**src/rtl/ray_dispatcher_pkg.sv**
```systemverilog
// ray_dispatcher_pkg: shared definitions for the ray dispatcher slice.
//   SCREEN_WIDTH / SCREEN_HEIGHT : default frame geometry (mirrors common_defs)
//   rgb_t                        : packed {r,g,b} pixel, 8 bits per channel
//   disp_state_t                 : dispatcher FSM states
package ray_dispatcher_pkg;

    localparam int SCREEN_WIDTH  = 640;
    localparam int SCREEN_HEIGHT = 480;

    typedef struct packed {
        logic [7:0] r;
        logic [7:0] g;
        logic [7:0] b;
    } rgb_t;

    typedef enum logic [1:0] {
        ST_IDLE  = 2'd0,
        ST_RUN   = 2'd1,
        ST_DRAIN = 2'd2
    } disp_state_t;

endpackage

```
**src/rtl/ray_dispatcher_rr_picker.sv**
```systemverilog
// rr_picker: combinational round-robin first-one finder.
//   ready_mask : per-lane idle flags
//   start_idx  : lane index where the search begins (wraps around)
//   found      : at least one lane is ready
//   pick_idx   : first ready lane at or after start_idx
module rr_picker
#(
    parameter int NUM_UNITS = 4,
    parameter int IDX_W     = 2
)
(
    input  logic [NUM_UNITS-1:0] ready_mask,
    input  logic [IDX_W-1:0]     start_idx,
    output logic                 found,
    output logic [IDX_W-1:0]     pick_idx
);
    import ray_dispatcher_pkg::*;

    logic [IDX_W-1:0] cand_s;

    // Walk the lanes starting at start_idx; the first ready one wins.
    always_comb begin
        found    = 1'b0;
        pick_idx = '0;
        cand_s   = '0;
        for (int k = 0; k < NUM_UNITS; k++) begin
            cand_s = IDX_W'((int'(start_idx) + k) % NUM_UNITS);
            if (!found && ready_mask[cand_s]) begin
                found    = 1'b1;
                pick_idx = cand_s;
            end else begin
                found    = found;
            end
        end
    end

endmodule

```
**src/rtl/ray_dispatcher.sv**
```systemverilog
// ray_dispatcher: issues raster-order pixel coordinates to free ray lanes
// (round-robin), collects possibly out-of-order results in a reorder buffer
// and retires them in raster order with sof/eol framing.
//   aclk, aresetn          : clock, async active-low reset
//   enable                 : start a frame (sampled in IDLE only)
//   issue_x/issue_y        : coordinate broadcast to the lanes
//   issue_valid/unit_ready : one-hot issue strobe / lane idle flags
//   res_valid/res_rgb      : lane result strobes and data (lane i at [24i+:24])
//   r,g,b,valid,ready      : retired pixel stream to the packer
//   sof,eol                : first pixel of frame / last pixel of line
//   busy, frame_done       : activity flag / end-of-frame pulse
module ray_dispatcher
#(
    parameter int NUM_UNITS     = 4,
    parameter int ROB_DEPTH     = 8,
    parameter int SCREEN_WIDTH  = ray_dispatcher_pkg::SCREEN_WIDTH,
    parameter int SCREEN_HEIGHT = ray_dispatcher_pkg::SCREEN_HEIGHT
)
(
    input  logic                    aclk,
    input  logic                    aresetn,
    input  logic                    enable,
    output logic [9:0]              issue_x,
    output logic [8:0]              issue_y,
    output logic [NUM_UNITS-1:0]    issue_valid,
    input  logic [NUM_UNITS-1:0]    unit_ready,
    input  logic [NUM_UNITS-1:0]    res_valid,
    input  logic [24*NUM_UNITS-1:0] res_rgb,
    output logic [7:0]              r,
    output logic [7:0]              g,
    output logic [7:0]              b,
    output logic                    valid,
    input  logic                    ready,
    output logic                    sof,
    output logic                    eol,
    output logic                    busy,
    output logic                    frame_done
);
    import ray_dispatcher_pkg::*;

    localparam int UIDX_W = (NUM_UNITS > 1) ? $clog2(NUM_UNITS) : 1;
    localparam int PTR_W  = (ROB_DEPTH > 1) ? $clog2(ROB_DEPTH) : 1;
    localparam int CNT_W  = $clog2(ROB_DEPTH + 1);
    localparam logic [9:0] X_LAST = 10'(SCREEN_WIDTH - 1);
    localparam logic [8:0] Y_LAST = 9'(SCREEN_HEIGHT - 1);

    disp_state_t          state_r;
    logic [9:0]           x_r, rx_r;
    logic [8:0]           y_r, ry_r;
    logic [PTR_W-1:0]     head_r, tail_r;
    logic [CNT_W-1:0]     alloc_count_r;
    logic [UIDX_W-1:0]    rr_ptr_r;
    logic [NUM_UNITS-1:0] unit_busy_r, busy_next_s;
    logic [PTR_W-1:0]     unit_tag_r [NUM_UNITS];
    logic [ROB_DEPTH-1:0] filled_r, filled_next_s;
    rgb_t                 rob_r [ROB_DEPTH];
    logic                 frame_done_r;

    logic                 pick_found_s;
    logic [UIDX_W-1:0]    pick_idx_s;
    logic                 can_issue_s, do_retire_s, last_pix_s, drain_done_s;
    rgb_t                 head_rgb_s;

    // Wrap a ROB pointer explicitly so non-exact widths stay in range.
    function automatic logic [PTR_W-1:0] ptr_inc(input logic [PTR_W-1:0] p);
        return (p == PTR_W'(ROB_DEPTH - 1)) ? '0 : p + PTR_W'(1);
    endfunction

    rr_picker #(.NUM_UNITS(NUM_UNITS), .IDX_W(UIDX_W)) u_rr_picker (
        .ready_mask (unit_ready),
        .start_idx  (rr_ptr_r),
        .found      (pick_found_s),
        .pick_idx   (pick_idx_s)
    );

    assign can_issue_s  = (state_r == ST_RUN) && (alloc_count_r < CNT_W'(ROB_DEPTH)) && pick_found_s;
    assign do_retire_s  = filled_r[head_r] && ready;
    assign last_pix_s   = (x_r == X_LAST) && (y_r == Y_LAST);
    assign drain_done_s = (alloc_count_r == '0) && (unit_busy_r == '0);
    assign head_rgb_s   = rob_r[head_r];
    assign issue_x      = x_r;
    assign issue_y      = y_r;
    assign busy         = (state_r != ST_IDLE);
    assign frame_done   = frame_done_r;

    // One-hot issue strobe toward the picked lane.
    always_comb begin
        issue_valid = '0;
        for (int i = 0; i < NUM_UNITS; i++) begin
            if (can_issue_s && (pick_idx_s == UIDX_W'(i))) begin
                issue_valid[i] = 1'b1;
            end else begin
                issue_valid[i] = 1'b0;
            end
        end
    end

    // Retire-side outputs; forced to zero while the head slot is empty.
    always_comb begin
        if (filled_r[head_r]) begin
            valid = 1'b1;
            r     = head_rgb_s.r;
            g     = head_rgb_s.g;
            b     = head_rgb_s.b;
            sof   = (rx_r == 10'd0) && (ry_r == 9'd0);
            eol   = (rx_r == X_LAST);
        end else begin
            valid = 1'b0;
            r     = 8'd0;
            g     = 8'd0;
            b     = 8'd0;
            sof   = 1'b0;
            eol   = 1'b0;
        end
    end

    // Next filled/busy vectors: retire clears, lane results fill, issue marks lane busy.
    always_comb begin
        filled_next_s = filled_r;
        busy_next_s   = unit_busy_r;
        if (do_retire_s) begin
            filled_next_s[head_r] = 1'b0;
        end else begin
            filled_next_s = filled_next_s;
        end
        for (int i = 0; i < NUM_UNITS; i++) begin
            if (res_valid[i] && unit_busy_r[i]) begin
                filled_next_s[unit_tag_r[i]] = 1'b1;
                busy_next_s[i]               = 1'b0;
            end else begin
                busy_next_s[i] = busy_next_s[i];
            end
        end
        if (can_issue_s) begin
            busy_next_s[pick_idx_s] = 1'b1;
        end else begin
            busy_next_s = busy_next_s;
        end
    end

    // Reorder buffer storage, pointers, occupancy and lane bookkeeping.
    always_ff @(posedge aclk or negedge aresetn) begin
        if (!aresetn) begin
            head_r        <= '0;
            tail_r        <= '0;
            alloc_count_r <= '0;
            rr_ptr_r      <= '0;
            unit_busy_r   <= '0;
            filled_r      <= '0;
            for (int i = 0; i < NUM_UNITS; i++) begin
                unit_tag_r[i] <= '0;
            end
            for (int k = 0; k < ROB_DEPTH; k++) begin
                rob_r[k] <= '0;
            end
        end else begin
            unit_busy_r <= busy_next_s;
            filled_r    <= filled_next_s;
            for (int i = 0; i < NUM_UNITS; i++) begin
                if (res_valid[i] && unit_busy_r[i]) begin
                    rob_r[unit_tag_r[i]] <= res_rgb[24*i +: 24];
                end
            end
            if (can_issue_s) begin
                unit_tag_r[pick_idx_s] <= tail_r;
                tail_r                 <= ptr_inc(tail_r);
                rr_ptr_r               <= (pick_idx_s == UIDX_W'(NUM_UNITS - 1)) ? '0 : pick_idx_s + UIDX_W'(1);
            end
            if (do_retire_s) begin
                head_r <= ptr_inc(head_r);
            end
            // Simultaneous issue and retire leave the occupancy unchanged.
            case ({can_issue_s, do_retire_s})
                2'b10:   alloc_count_r <= alloc_count_r + CNT_W'(1);
                2'b01:   alloc_count_r <= alloc_count_r - CNT_W'(1);
                default: alloc_count_r <= alloc_count_r;
            endcase
        end
    end

    // Frame FSM with issue/retire coordinate counters and the frame_done pulse.
    always_ff @(posedge aclk or negedge aresetn) begin
        if (!aresetn) begin
            state_r      <= ST_IDLE;
            x_r          <= '0;
            y_r          <= '0;
            rx_r         <= '0;
            ry_r         <= '0;
            frame_done_r <= 1'b0;
        end else begin
            frame_done_r <= 1'b0;
            if (can_issue_s) begin
                if (x_r == X_LAST) begin
                    x_r <= '0;
                    y_r <= (y_r == Y_LAST) ? '0 : y_r + 9'd1;
                end else begin
                    x_r <= x_r + 10'd1;
                end
            end
            if (do_retire_s) begin
                if (rx_r == X_LAST) begin
                    rx_r <= '0;
                    ry_r <= (ry_r == Y_LAST) ? '0 : ry_r + 9'd1;
                end else begin
                    rx_r <= rx_r + 10'd1;
                end
            end
            case (state_r)
                ST_IDLE: begin
                    if (enable) begin
                        state_r <= ST_RUN;
                        x_r     <= '0;
                        y_r     <= '0;
                        rx_r    <= '0;
                        ry_r    <= '0;
                    end else begin
                        state_r <= ST_IDLE;
                    end
                end
                ST_RUN: begin
                    if (can_issue_s && last_pix_s) begin
                        state_r <= ST_DRAIN;
                    end else begin
                        state_r <= ST_RUN;
                    end
                end
                ST_DRAIN: begin
                    if (drain_done_s) begin
                        state_r      <= ST_IDLE;
                        frame_done_r <= 1'b1;
                    end else begin
                        state_r <= ST_DRAIN;
                    end
                end
                default: state_r <= ST_IDLE;
            endcase
        end
    end

endmodule

```
**config.mk**
```make
export PLATFORM = sky130hd
export DESIGN_NAME = ray_dispatcher
export DESIGN_NICKNAME = d
export VERILOG_FILES = /design/src/rtl/ray_dispatcher_pkg.sv /design/src/rtl/ray_dispatcher_rr_picker.sv /design/src/rtl/ray_dispatcher.sv
export SDC_FILE = /design/constraint.sdc
export NUM_CORES = 1
export LEC_CHECK = 0
export CAP_MARGIN = 20
export CORE_ASPECT_RATIO = 1.75
export CORE_MARGIN = 3
export CORE_UTILIZATION = 25
export DETAILED_ROUTE_END_ITERATION = 8
export PLACE_DENSITY_LB_ADDON = 0.3
export SYNTH_ARGS = -nofsm -noshare
export SYNTH_HDL_FRONTEND = slang
export SYNTH_SLANG_ARGS = --single-unit
```
**constraint.sdc**
```tcl
create_clock -name aclk -period 5.6 [get_ports aclk]
set_input_delay 1.12 -clock aclk [delete_from_list [all_inputs] [get_ports aclk]]
set_output_delay 1.12 -clock aclk [all_outputs]
set_load 0.01 [all_outputs]
```
==> flow_summary.ini, run 1 <==
[status]
status = finished, final reports clean

[detailed_routing]
vias = 16662
dr.pass1.iters = 8
antenna_left = 0
wire_per_inst_um = 26.5
drt-total-wl_um = 77000
drcViolationCount = 0
vias_per_cell = 5.74
first_iter_violations = 1724

[power]
pwr-share-seq = 0.353
internal-power_mw = 5.77
totalPowerFinal_mw = 9.77
clkPwrFrac = 0.211
combPwrFrac = 0.436
p_leak_nw = 8.01
p_sw_frac = 0.409
switchingPower_mw = 3.99
powerDensity_nw_per_um2 = 476
irDropWorstVdd_uv = 242

[synth]
synth_area_per_cell_um2 = 8.68
synth_seq_cells = 269
synth_cells = 1978
synth.distinct_cells = 67
netlist_top_cells_area = dfrtp_1, mux2i_1, a22oi_1, o21ai_0, nand2_1
yosys_warnings = 0
synth_ff_type = dfrtp_1
synth_area_leader_cell = dfrtp_1
ys_seq_area_frac = 0.392
synth_top_area_share = 0.392
synth-async-reset-ratio = 1.00
synth_area_um2 = 17200
yosysMostFrequentCell = o21ai_0
synth_commonest_cells = o21ai_0, dfrtp_1, a22oi_1
synth_edf_count = 0
synth_fp_nets = 2103

[worst_setup_path]
crit_arrival_ns = 3.60
critPathKind = reg -> out
cp_max_fo = 18
endpoint_kind = output port
required_ns = 4.48
cp-start-kind = flip-flop

[timing]
final-setup-viol-count = 0
layout_min_cycle_time_ns = 4.72
fin_crit_sh = 0.843
final_max_slew_viol_count = 0
setup_tns_ns = 0
rsz0062_at_grt = no
fmax_ghz = 0.212
hold_viol = 0
relSlewSlack = 0.176
finalClockSkew_ns = 0.0317
worst_pin_slew_ns = 1.23
holdWs_ns = 0.437

[finish]
multi_input_comb_area_um2 = 9590
finalNonFillerCells = 2901
area_growth_pct = 19.5
nets = 2115
drive_gt1_frac = 0.0759
register_area_um2 = 6730
nFillCells = 7116

[cts]
clk_pin_slew_ns = 0.06
numCtsBuffers = 29
cts_root_buf = clkbuf_16
clock_latency_ns = 0.60
cts.sinks = 269
htree_levels = 1
cts_tree = done
cts_hold_buf = 0
postCtsSetupBuffers = 0
clockBufferDepth = 3
post_cts_resized = 0

[floorplan]
dieHeight_um = 353
start_util = 0.253
row_count = 126
die_w_um = 204
ioPinCount = 160
coreArea_um2 = 67800
die-area_um2 = 71900

[global_routing]
grt_max_degree = 164
grt_overflow = 0
antenna_found_initial = 3
grt_use_total = 0.207
grt_pass1_vias = 16601
grt_pass1_wl_um = 113000

[run]
drv_cap = 0

[placed_design]
gp_congestion = 0.847
hpwl_um = 45200
placedCellCount = 2852
portBuffers = 159

[worst_hold_path]
min_path_type = in -> async
[final timing paths]
kind	start	to	slack, ns	cells after the start
hold reg to reg	filled_r[4]	filled_r[4]	0.49	1
min in group aclk	filled_r[4]	filled_r[4]	0.49	1
max in group asynchronous	aresetn	rob_r[155]	3.84	2
hold / removal	aresetn	unit_busy_r[3]	0.44	1
setup reg to reg	head_r[2]	alloc_count_r[2]	1.92	12
setup / recovery	head_r[2]	g[6]	0.88	7
[layout by cell type (no fill, tap or decap), drive strengths merged, types with 5 or more instances in the layout]
master / Yosys / routed
o21ai: 340 / 340
dfrtp: 269 / 269
a22oi: 240 / 240
mux2i: 197 / 197
nand2: 186 / 186
clkdlybuf4s50: 0 / 158
nor2: 127 / 127
a21oi: 100 / 100
buf: 86 / 43
clkbuf: 134 / 38
a31oi: 27 / 27
a22o: 24 / 24
a221oi: 24 / 24
inv: 27 / 24
nand3: 22 / 22
ha: 17 / 17
xor2: 14 / 14
nand2b: 14 / 14
mux2: 13 / 13
nor3: 11 / 11
and3: 9 / 9
nor2b: 9 / 9
nand4: 8 / 8
o31ai: 7 / 7
and2: 6 / 6
or4: 6 / 6
nor4: 6 / 6
or3: 6 / 6
nor4b: 6 / 6
nand3b: 5 / 5
[state kept, by name (all words and copies together), names as in the netlist]
name / cells
issue_y: 9
issue_x: 10
state_r: 2
rob_r: 192
alloc_count_r: 4
rx_r: 10
head_r: 3
unit_busy_r: 4
frame_done: 1
filled_r: 8
ry_r: 9
rr_ptr_r: 2
tail_r: 3
unit_tag_r: 12
[cell families after synthesis]
kind of cell             after synthesis  synth area share
AO/OA/AOI/OAI                        781             0.282
buffers and inverters                247            0.0602
multiplexers                         210             0.123
flip-flops                           269             0.392
adder cells (fa/ha/maj)               17            0.0124
AND/OR/NAND/NOR                      436             0.120
XOR/XNOR                              18           0.00919
[per-layer routing]
| layer | vias to the layer above | track usage | routed length, µm |
|---|---|---|---|
| li1 | 7281 | - | - |
| met1 | 8183 | 0.241 | 28600 |
| met2 | 914 | 0.351 | 37300 |
| met3 | 282 | 0.0361 | 6050 |
| met4 | 2 | 0.128 | 5000 |
| met5 | - | 0 | 9 |
[area by class of cell]
class / instances / share of cell area
Sequential cell: 269 / 0.328
Clock inverter: 6 / 0.00665
Timing Repair Buffer: 201 / 0.0970
Inverter: 27 / 0.00494
Multi-Input combinational cell: 1462 / 0.468
Tap cell: 896 / 0.0547
Antenna cell: 2 / 0.000244
Clock buffer: 38 / 0.0405
[power by group through the flow]
stage	clock [mW]	sequential [mW]	combinational [mW]
floorplan	0	3.21	2.75
global placement	0	3.42	4.13
detailed placement	0	3.46	4.21
CTS	2.10	3.43	4.24
global route	2.17	3.54	4.69
finish	2.06	3.45	4.26
[metrics by stage]
step / cell area (µm²) / util / worst slack, ns
after global routing: 20500 / 0.302 / 0.760
after global placement: 19500 / 0.287 / 1.18
after detailed placement: 19500 / 0.287 / 1.17
after floorplan: 17200 / - / 2.35
after CTS: 20400 / 0.301 / 0.881
final: 20500 / 0.302 / 0.879
[critical path: stages (launching register included)]
cell and delay, ns:
dfrtp_1 0.71, mux2i_1 0.26, mux2i_1 0.12, a211o_1 0.41, nor2_4 0.56, buf_4 0.32
a31oi_1 0.11, clkdlybuf4s50_1 0.53
(Power assumes the default switching activity.)
==> inputs of run 2 (changes only) <==
==> constraint.sdc (replaced) <==
create_clock -name aclk -period 4.3 [get_ports aclk]
set_input_delay 0.86 -clock aclk [delete_from_list [all_inputs] [get_ports aclk]]
set_output_delay 0.86 -clock aclk [all_outputs]
set_load 0.01 [all_outputs]
==> run 2 against run 1 <==
  * Core utilization rose by 0.50 points
  * Via count is 0.56% higher
  * Global-route usage grew 0.26 points
  * Sequential power up 31%
  * Critical path depth is 1 lower
  * Combinational power up 33%
  * Final cell count increased by 1.1%
  * Power increased by 32%
  * Sequential share of layout area is 0.53 points lower
  * Clock power is 33% higher
==> flow_summary.ini, run 2 (synthesized netlist as in run 1, its figures left out) <==
[cts]
cts.sinks = 269
clockBufferDepth = 3
clk_pin_slew_ns = 0.06
htree_levels = 1
cts_root_buf = clkbuf_16
clock_latency_ns = 0.58
postCtsSetupBuffers = 0
cts_hold_buf = 0
cts_tree = done
post_cts_resized = 0
numCtsBuffers = 29

[finish]
regMostFlops = rob_r
layout_common_cells = o21ai_0, dfrtp_1, a22oi_1
design_area_um2 = 20800
nets = 2142
nFillCells = 7153
drive_gt1_frac = 0.0878
mostFrequentLayoutCell = o21ai_0
largestRegisters = rob_r: 192 flops, unit_tag_r: 12 flops
largest_reg_flops = 192
area_growth_pct = 21.5
antennaDiodeCount = 0

[floorplan]
coreArea_um2 = 67800
ioPinCount = 160
die_w_um = 204
row_count = 126
die-area_um2 = 71900
dieHeight_um = 353
start_util = 0.253

[placed_design]
hpwl_um = 47700
gp_congestion = 0.847
portBuffers = 159
placed_cell_area_um2 = 19800

[timing]
final-setup-viol-count = 0
setup_tns_ns = 0
worst_pin_slew_ns = 1.15
relSlewSlack = 0.234
final_max_slew_viol_count = 0
fin_crit_sh = 0.967
hold_viol = 0
rsz0062_at_grt = no
layout_min_cycle_time_ns = 4.16
finalClockSkew_ns = 0.0102
fmax_ghz = 0.240

[detailed_routing]
antenna_left = 0
first_iter_violations = 1901
vias = 16755
wire_per_inst_um = 26.5
drt-total-wl_um = 77600
drcViolationCount = 0
dr.pass1.iters = 9
vias_per_cell = 5.71

[worst_setup_path]
crit_arrival_ns = 3.30
r2r_slack_ns = 1.06
cp_max_fo = 12
cp-endpoint = g[6]
crit_start = head_r[0]
endpoint_kind = output port
reg2reg_depth = 12
r2r-start = head_r[2]
r2r-end = alloc_count_r[2]
required_ns = 3.44
critPathKind = reg -> out
cp-start-kind = flip-flop

[power]
irDropWorstVdd_uv = 404
powerDensity_nw_per_um2 = 620
p_leak_nw = 8.21

[global_routing]
grt_pass1_vias = 17006
grt_use_total = 0.210
antenna_found_initial = 1
grt_overflow = 0
grt_pass1_wl_um = 114000
grt_max_degree = 100

[run]
drv_cap = 0

[worst_hold_path]
min_path_type = in -> async

[status]
status = finished, final reports clean
-- run 2: metrics by stage --
| step | power, mW | utilization | hold WS, ns | setup WS [ns] | instances |
|---|---|---|---|---|---|
| finish | 12.9 | 0.307 | 0.342 | 0.142 | 2934 |
| CTS | 12.9 | 0.307 | 0.396 | 0.0653 | 2933 |
| detailed placement | 10.1 | 0.292 | 0.493 | 0.364 | 2881 |
| global route | 13.7 | 0.307 | 0.399 | 0.0947 | 2934 |
| floorplan | 7.76 | - | 0.458 | 1.33 | 1978 |
| global placement | 9.98 | 0.292 | 0.491 | 0.398 | 2881 |
-- run 2: how the worst min path moves through the flow --
stage | start | end | slack, ns | cells after the start
2_1_floorplan | filled_r[4] | filled_r[4] | 0.46 | 1
3_3_place_gp | filled_r[7] | filled_r[7] | 0.49 | 1
3_5_place_dp | filled_r[7] | filled_r[7] | 0.49 | 1
4_1_cts | aresetn | rob_r[50] | 0.40 | 1
5_1_grt | aresetn | unit_tag_r[9] | 0.40 | 1
6_report | aresetn | unit_tag_r[9] | 0.34 | 1
-- run 2: critical path, cell delays in order, from the launching register on --
cell	delay, ns
dfrtp_1	0.60
and3_1	0.62
buf_4	0.31
a22o_1	0.16
a221oi_1	0.04
a31oi_1	0.36
clkdlybuf4s50_1	0.62
-- run 2: final cells by class --
| class | count | area (µm²) | area share |
|---|---|---|---|
| Tap cell | 896 | 1120 | 0.0538 |
| Sequential cell | 269 | 6730 | 0.323 |
| Clock buffer | 41 | 841 | 0.0403 |
| Clock inverter | 11 | 155 | 0.00744 |
| Inverter | 27 | 101 | 0.00486 |
| Timing Repair Buffer | 228 | 2320 | 0.111 |
| Multi-Input combinational cell | 1462 | 9570 | 0.459 |
-- run 2: layer usage --
metal,global-route usage,up-vias,wire [µm]
li1,-,7336,-
met1,0.252,8177,28900
met2,0.354,972,37500
met3,0.0327,268,6270
met4,0.117,2,4910
met5,0,-,13
-- run 2: power by group --
part	internal, mW	switching, mW
clock network	1.59	1.14
logic	2.41	3.26
registers	3.64	0.886
